===== src/rtl/sat_gen_pkg.sv =====
`default_nettype none
// ============================================================================
// Module   : sat_gen_pkg
// Brief    : Shared widths, variable layout, RNG seed constant, FSM states
//            and the xorshift64 step for the random SAT sample generator.
// Revision : 1.0 - initial release
// ============================================================================
package sat_gen_pkg;

    localparam int VEC_W    = 185;
    localparam int RNG_W    = 64;
    localparam int FILL_CYC = (VEC_W + RNG_W - 1) / RNG_W;

    localparam int VAR0_W = 16;
    localparam int VAR1_W = 22;
    localparam int VAR2_W = 4;
    localparam int VAR3_W = 28;
    localparam int VAR4_W = 19;
    localparam int VAR5_W = 18;
    localparam int VAR6_W = 19;
    localparam int VAR7_W = 14;
    localparam int VAR8_W = 16;
    localparam int VAR9_W = 29;

    // var_0 occupies the LSBs; each later variable sits directly above the last
    localparam int VAR0_OFF = 0;
    localparam int VAR1_OFF = VAR0_OFF + VAR0_W;
    localparam int VAR2_OFF = VAR1_OFF + VAR1_W;
    localparam int VAR3_OFF = VAR2_OFF + VAR2_W;
    localparam int VAR4_OFF = VAR3_OFF + VAR3_W;
    localparam int VAR5_OFF = VAR4_OFF + VAR4_W;
    localparam int VAR6_OFF = VAR5_OFF + VAR5_W;
    localparam int VAR7_OFF = VAR6_OFF + VAR6_W;
    localparam int VAR8_OFF = VAR7_OFF + VAR7_W;
    localparam int VAR9_OFF = VAR8_OFF + VAR8_W;

    localparam logic [RNG_W-1:0] K = 64'h9E3779B97F4A7C15;

    typedef enum logic [2:0] {
        IDLE   = 3'd0,
        FILL   = 3'd1,
        SEARCH = 3'd2,
        HOLD   = 3'd3,
        DONE   = 3'd4,
        FAIL   = 3'd5
    } state_t;

    function automatic logic [RNG_W-1:0] xorshift64(input logic [RNG_W-1:0] s);
        logic [RNG_W-1:0] x;
        x = s ^ (s << 13);
        x = x ^ (x >> 7);
        x = x ^ (x << 17);
        return x;
    endfunction

endpackage
`default_nettype wire


===== src/rtl/sat_rng64.sv =====
`default_nettype none
// ============================================================================
// Module   : sat_rng64
// Brief    : 64-bit xorshift state register with seed load and advance.
// Revision : 1.0 - initial release
// ============================================================================
module sat_rng64
    import sat_gen_pkg::*;
(
    input  logic             clk,
    input  logic             rst,
    input  logic             i_load,
    input  logic [RNG_W-1:0] i_seed,
    input  logic             i_advance,
    output logic [RNG_W-1:0] o_next
);

    logic [RNG_W-1:0] r_state;

    // A zero seed would lock xorshift at zero forever, so it maps onto K
    always_ff @(posedge clk) begin
        if (rst) begin
            r_state <= K;
        end else if (i_load) begin
            r_state <= (i_seed == '0) ? K : i_seed;
        end else if (i_advance) begin
            r_state <= o_next;
        end
    end

    assign o_next = xorshift64(r_state);

endmodule
`default_nettype wire


===== src/rtl/sat_sample_gen.sv =====
`default_nettype none
// ============================================================================
// Module   : sat_sample_gen
// Brief    : Random candidate producer for a combinational constraint checker;
//            forwards satisfying vectors over valid/ready with try/sample budgets.
// Revision : 1.0 - initial release
// ============================================================================
module sat_sample_gen
    import sat_gen_pkg::*;
(
    input  logic             clk,
    input  logic             rst,
    input  logic             start,
    input  logic [63:0]      seed,
    input  logic [31:0]      max_tries,
    input  logic [15:0]      num_samples,
    output logic [VEC_W-1:0] cand,
    input  logic             sat_in,
    output logic             out_valid,
    input  logic             out_ready,
    output logic [VEC_W-1:0] out_data,
    output logic             busy,
    output logic             done,
    output logic             fail,
    output logic [31:0]      tries_used
);

    localparam int FILL_CNT_W = $clog2(FILL_CYC);

    state_t                  r_state;
    state_t                  w_state_next;
    logic [FILL_CNT_W-1:0]   r_fill_cnt;
    logic [31:0]             r_max_tries;
    logic [15:0]             r_num_samples;
    logic [15:0]             r_sample_cnt;
    logic [31:0]             r_tries;
    logic [VEC_W-1:0]        r_cand;
    logic [VEC_W-1:0]        r_out_data;
    logic                    r_out_valid;

    logic                    w_start_ok;
    logic                    w_advance;
    logic                    w_fill_last;
    logic                    w_budget_hit;
    logic                    w_accept;
    logic                    w_quota_met;
    logic [RNG_W-1:0]        w_rng_next;

    assign w_start_ok   = start && ((r_state == IDLE) || (r_state == DONE) || (r_state == FAIL));
    assign w_advance    = (r_state == FILL) || (r_state == SEARCH);
    assign w_fill_last  = (r_fill_cnt == FILL_CNT_W'(FILL_CYC - 1));
    // ">=" so a budget that ran out on a satisfying cycle still trips on the next check
    assign w_budget_hit = (r_max_tries != 32'd0) &&
                          (({1'b0, r_tries} + 33'd1) >= {1'b0, r_max_tries});
    assign w_accept     = r_out_valid && out_ready;
    assign w_quota_met  = (r_num_samples != 16'd0) && (r_sample_cnt == r_num_samples);

    sat_rng64 u_rng (
        .clk       (clk),
        .rst       (rst),
        .i_load    (w_start_ok),
        .i_seed    (seed),
        .i_advance (w_advance),
        .o_next    (w_rng_next)
    );

    always_ff @(posedge clk) begin
        if (rst) begin
            r_state <= IDLE;
        end else begin
            r_state <= w_state_next;
        end
    end

    always_comb begin
        w_state_next = r_state;
        case (r_state)
            IDLE, DONE, FAIL: begin
                if (start) begin
                    w_state_next = FILL;
                end
            end
            FILL: begin
                if (w_fill_last) begin
                    w_state_next = SEARCH;
                end
            end
            SEARCH: begin
                if (sat_in) begin
                    w_state_next = HOLD;
                end else if (w_budget_hit) begin
                    w_state_next = FAIL;
                end
            end
            HOLD: begin
                if (w_accept) begin
                    w_state_next = w_quota_met ? DONE : SEARCH;
                end
            end
            default: w_state_next = IDLE;
        endcase
    end

    always_ff @(posedge clk) begin
        if (rst) begin
            r_fill_cnt    <= '0;
            r_max_tries   <= 32'd0;
            r_num_samples <= 16'd0;
            r_sample_cnt  <= 16'd0;
            r_tries       <= 32'd0;
            r_cand        <= '0;
            r_out_data    <= '0;
            r_out_valid   <= 1'b0;
        end else begin
            if (w_start_ok) begin
                r_fill_cnt    <= '0;
                r_max_tries   <= max_tries;
                r_num_samples <= num_samples;
                r_sample_cnt  <= 16'd0;
                r_tries       <= 32'd0;
                r_cand        <= '0;
            end
            if (r_state == FILL) begin
                r_fill_cnt <= r_fill_cnt + FILL_CNT_W'(1);
            end
            if (w_advance) begin
                r_cand <= {r_cand[VEC_W-RNG_W-1:0], w_rng_next};
            end
            if (r_state == SEARCH) begin
                if (r_tries != 32'hFFFF_FFFF) begin
                    r_tries <= r_tries + 32'd1;
                end
                // Capture the vector the checker just judged, not the shifted one
                if (sat_in) begin
                    r_out_data   <= r_cand;
                    r_out_valid  <= 1'b1;
                    r_sample_cnt <= r_sample_cnt + 16'd1;
                end
            end
            if ((r_state == HOLD) && w_accept) begin
                r_out_valid <= 1'b0;
            end
        end
    end

    assign cand       = r_cand;
    assign out_data   = r_out_data;
    assign out_valid  = r_out_valid;
    assign tries_used = r_tries;
    assign busy       = (r_state == FILL) || (r_state == SEARCH) || (r_state == HOLD);
    assign done       = (r_state == DONE);
    assign fail       = (r_state == FAIL);

endmodule
`default_nettype wire

===== config.mk =====
export PLATFORM = sky130hd
export DESIGN_NAME = sat_sample_gen
export DESIGN_NICKNAME = d
export VERILOG_FILES = /design/src/rtl/sat_gen_pkg.sv /design/src/rtl/sat_rng64.sv /design/src/rtl/sat_sample_gen.sv
export SDC_FILE = /design/constraint.sdc
export NUM_CORES = 1
export LEC_CHECK = 0
export CORE_MARGIN = 2
export CORE_UTILIZATION = 45
export DETAILED_ROUTE_END_ITERATION = 10
export PLACE_DENSITY_LB_ADDON = 0.15
export SYNTH_ARGS = -nofsm -noshare
export SYNTH_HDL_FRONTEND = slang
export SYNTH_HIERARCHICAL = 1
export SYNTH_SLANG_ARGS = --single-unit
export TNS_END_PERCENT = 30

===== constraint.sdc =====
create_clock -name clk -period 3.01 [get_ports clk]
set_input_delay 0.602 -clock clk [delete_from_list [all_inputs] [get_ports clk]]
set_output_delay 0.602 -clock clk [all_outputs]
set_load 0.01 [all_outputs]

==> impl_table.tex <==
\begin{tabular}{lr}
\hline
Metric & Value \\
\hline
\multicolumn{2}{l}{\textbf{Timing}} \\
Maximum clock frequency & between 300 and 400 MHz \\
Tightest slew margin relative to the limit & between 40\% and 50\% \\
Final critical-path required period & approximately 3.0 ns \\
Worst-margin pin slew & 0.7803 ns \\
Final setup violation count & 2 \\
Final number of hold-violating endpoints & 0 \\
Final Cycle Share & 101.2\% \\
RSZ-0062 raised after global routing & true \\
Post-Route Hold Slack & 0.4002 ns \\
Setup clock skew after layout & 0.01392 ns \\
Count of final max-slew check failures & 0 \\
PnR worst setup slack & -0.03729 ns \\
\multicolumn{2}{l}{\textbf{Floorplanning}} \\
Core region area & 49150 µm² \\
Horizontal die dimension & roughly 230 µm \\
Die Height & 227.4 µm \\
Placement row count & 81 \\
Effective utilization at floorplan & approximately 46\% \\
Io pins & 523 \\
Die Area & 51720 µm² \\
\multicolumn{2}{l}{\textbf{Yosys}} \\
Top post-synthesis cells by area & sky130\_fd\_sc\_hd\_\_dfxtp\_1, sky130\_fd\_sc\_hd\_\_nand2\_1, sky130\_fd\_sc\_hd\_\_a21oi\_1 \\
YS warnings & 6 \\
Number of synthesized flops with an enable pin & 0 \\
Leading area contributor after synthesis & sky130\_fd\_sc\_hd\_\_dfxtp\_1 \\
\#FFs+latches synth & 536 \\
Net count after synthesis & 2810 \\
Prevailing post-synth register cell & sky130\_fd\_sc\_hd\_\_dfxtp\_1 \\
Post-Synthesis Cells & 2658 \\
Avg Synthesized Cell Area & 8.451 µm² \\
Count of unique library cells instantiated by Yosys & 65 \\
Fraction of synthesized cell area taken by the top area cell type & between 40 and 50\% \\
Netlist area before placement & 22460 µm² \\
Seq/Total Area, Yosys & 47.77\% \\
Share of async-settable or async-resettable flops after synthesis & 0\% \\
\multicolumn{2}{l}{\textbf{Cells and area}} \\
Synthesis-to-layout area growth & 38.20\% \\
Share of final-layout standard cells stronger than drive strength 1 & 8.349\% \\
Sequential Area & 10740 µm² \\
Area occupied by multi-input gates & 11020 µm² \\
Final Net Count & between 3000 and 4000 \\
Number of filler instances in the final layout & 4225 \\
Final core occ & 63.16\% \\
\multicolumn{2}{l}{\textbf{Worst setup path}} \\
R2R Path Start & tries\_used[0] \\
Path depth of the worst reg2reg path & 14 \\
Slack of the worst reg-to-reg path & -0.04 ns \\
Required time worst endpoint & between 3 and 4 ns \\
Critical path arrival & 3.52 ns \\
Critical path type & flop to flop \\
Element type at the critical path end & flop \\
Largest driver fanout on the critical path & 3 \\
Crit Reg-Reg Endpoint & r\_state[0] \\
CP startpoint kind & flop \\
\multicolumn{2}{l}{\textbf{Clock network}} \\
Number of buffers inserted for hold repair after clock tree synthesis & 0 \\
Clock root buffer & sky130\_fd\_sc\_hd\_\_clkbuf\_16 \\
CTS Buffer Depth & 3 \\
Clock insertion delay at the later pin of the skew report & 0.61 ns \\
TritonCTS clock tree & built \\
Clk sink count & 536 \\
Number of clock buffers inserted by TritonCTS & 55 \\
Number of levels the H-tree was split into & 2 \\
Clock-pin slew on the worst setup and hold paths & 0.06 ns \\
\multicolumn{2}{l}{\textbf{Global route}} \\
Total routing usage reported by global routing & between 30\% and 40\% \\
Grt total ovfl & 0 \\
Vias in the first global route & 20180 \\
Global-route wire length before repair & 121.9 mm \\
Maximum number of pins on one net before global-route repair & 121 \\
Number of antenna violations at the first check in global routing & 1 \\
\multicolumn{2}{l}{\textbf{Outcome}} \\
Status & finished, violations left \\
Failing checks & setup timing \\
\multicolumn{2}{l}{\textbf{Drt}} \\
Wire per inst & 21.45 µm \\
Count of unresolved DRC violations after routing & 0 \\
Vias per Instance & 5.586 \\
Number of vias after detailed routing & 21580 \\
Number of optimization iterations in the first detailed-route pass & 6 \\
Routed Wire Length & roughly 83 mm \\
Count of antenna-violating nets left after detailed routing & 0 \\
Number of DRC markers after the initial detailed-route iteration & about 1900 \\
\multicolumn{2}{l}{\textbf{Job}} \\
Number of max-cap violations & 0 \\
\multicolumn{2}{l}{\textbf{Pwr}} \\
Power density over cell area & roughly 1000 nW/µm² \\
Worst ir drop on vdd & 0.7772 mV \\
Leak & 0.01109 µW \\
Total Power & about 32000 µW \\
\multicolumn{2}{l}{\textbf{Min path}} \\
Cell depth of the worst min-delay path & 2 \\
Min-Delay Endpoint & out\_data[30] \\
Hold\_sp & rst \\
Type of the tightest min-delay check & input port to flop \\
\multicolumn{2}{l}{\textbf{Place}} \\
Worst slack after detailed placement & -0.1843 ns \\
Count of buffers inserted at the top-level ports & 522 \\
Final weighted congestion of routability-driven global placement & 0.9437 \\
Estimated wirelength of the detail-placed design & 60.31 mm \\
\hline
\end{tabular}
## through the flow
stage                     cell area, µm²  instances  setup TNS, ns
final                              31040       3863       -0.07076
after global routing               31040       3862        -0.4685
after global placement             28810       3750        -0.2563
after detailed placement           28810       3750        -0.4417
after CTS                          30920       3858        -0.1416
after floorplan                    22550       2658              0
## routing by layer
metal	vias up	wire [µm]	GRT usage [%]
met3	156	5580	4.220
met1	10410	34920	40.80
met5	-	0	0
met4	0	3053	11.98
li1	10080	-	-
met2	927	39320	50.47
## worst max-delay path by stage
stage | from | to | cells past startpoint
floorplan | tries_used[2] | r_state[2] | 14
global placement | tries_used[0] | r_state[2] | 14
detailed placement | tries_used[0] | r_state[2] | 14
CTS | tries_used[13] | r_state[2] | 14
global route | tries_used[8] | r_state[2] | 12
finish | tries_used[0] | r_state[0] | 14
## sequential cells by signal (all words and copies together), names as in the netlist
signal,flops
cand,185
out_data,185
out_valid,1
r_fill_cnt,2
r_max_tries,32
r_num_samples,16
r_sample_cnt,16
r_state,3
tries_used,32
u_rng/r_state,64
## kinds of logic (layout without fill, tap and decap cells)
kind of cell	count (synthesis)	count (layout)	share of synthesized area, %
buffers and inverters	240	780	4.289
muxes	42	42	1.883
and+or+nand+nor	971	971	18.28
AOI/OAI and AO/OA	606	606	16.88
DFF	536	536	47.77
adders and majority gates	35	35	1.950
other	0	1	0
xor gates and xnor gates	228	228	8.957
## placed cells by master (no fill, tap or decap), types with 18 or more instances in the layout
cell                              instances
sky130_fd_sc_hd__nor4_1                  30
sky130_fd_sc_hd__inv_1                   46
sky130_fd_sc_hd__ha_1                    34
sky130_fd_sc_hd__buf_4                   91
sky130_fd_sc_hd__nor2_1                 241
sky130_fd_sc_hd__clkdlybuf4s50_1        521
sky130_fd_sc_hd__mux2i_1                 40
sky130_fd_sc_hd__a21oi_1                301
sky130_fd_sc_hd__nand2_1                534
sky130_fd_sc_hd__clkbuf_16               56
sky130_fd_sc_hd__a2bb2oi_1               28
sky130_fd_sc_hd__xnor2_1                157
sky130_fd_sc_hd__o211ai_1                18
sky130_fd_sc_hd__nand3_1                 24
sky130_fd_sc_hd__a22oi_1                185
sky130_fd_sc_hd__xor2_1                  69
sky130_fd_sc_hd__nand4_1                 27
sky130_fd_sc_hd__dfxtp_1                526
## critical path, cell delays in order, from the launching register on
cell and delay (ns):
sky130_fd_sc_hd__dfxtp_2 0.35, sky130_fd_sc_hd__buf_6 0.11, sky130_fd_sc_hd__ha_4 0.13, sky130_fd_sc_hd__and4_4 0.23, sky130_fd_sc_hd__nand2_4 0.06, sky130_fd_sc_hd__nor2_4 0.10
sky130_fd_sc_hd__and3_4 0.19, sky130_fd_sc_hd__xor2_1 0.15, sky130_fd_sc_hd__ha_1 0.26, sky130_fd_sc_hd__nand4_1 0.26, sky130_fd_sc_hd__nor4_4 0.08, sky130_fd_sc_hd__nor2b_1 0.13
sky130_fd_sc_hd__or4_4 0.44, sky130_fd_sc_hd__o311ai_4 0.29, sky130_fd_sc_hd__a211oi_2 0.12
## final cells by class
| type | count | area share (%) |
|---|---|---|
| inverter | 49 | 0.5925 |
| clock buffer | 76 | 5.175 |
| multi-input combinational | 1882 | 35.50 |
| sequential | 536 | 34.61 |
| timing repair buffer | 631 | 20.18 |
| antenna | 1 | 0.008061 |
| tap | 664 | 2.676 |
| clock inverter | 24 | 1.266 |
## repair_timing
| action | in CTS | in global routing |
|---|---|---|
| buffers inserted | 8 | 4 |
| endpoints found under the setup margin | 3 | 3 |
| pin swaps | 13 | 20 |
| resized for setup | 16 | 22 |
## power breakdown
part	switching, µW	internal (µW)	leakage, µW
logic	8990	5630	0.00576
clock network	2930	4570	0.000980
registers	1350	8050	0.00435
total	13300	18300	0.0111
## Yosys cell counts (all sizes together) (19+ instances only)
cell     number
nor2        246
nor3         20
nor4         34
or2          19
dfxtp       536
nand3        27
inv          49
a2bb2oi      28
a22oi       185
mux2i        40
a21oi       302
nand4        28
ha           35
clkbuf      173
xor2         70
xnor2       158
nand2       537
(Power assumes the default switching activity.)
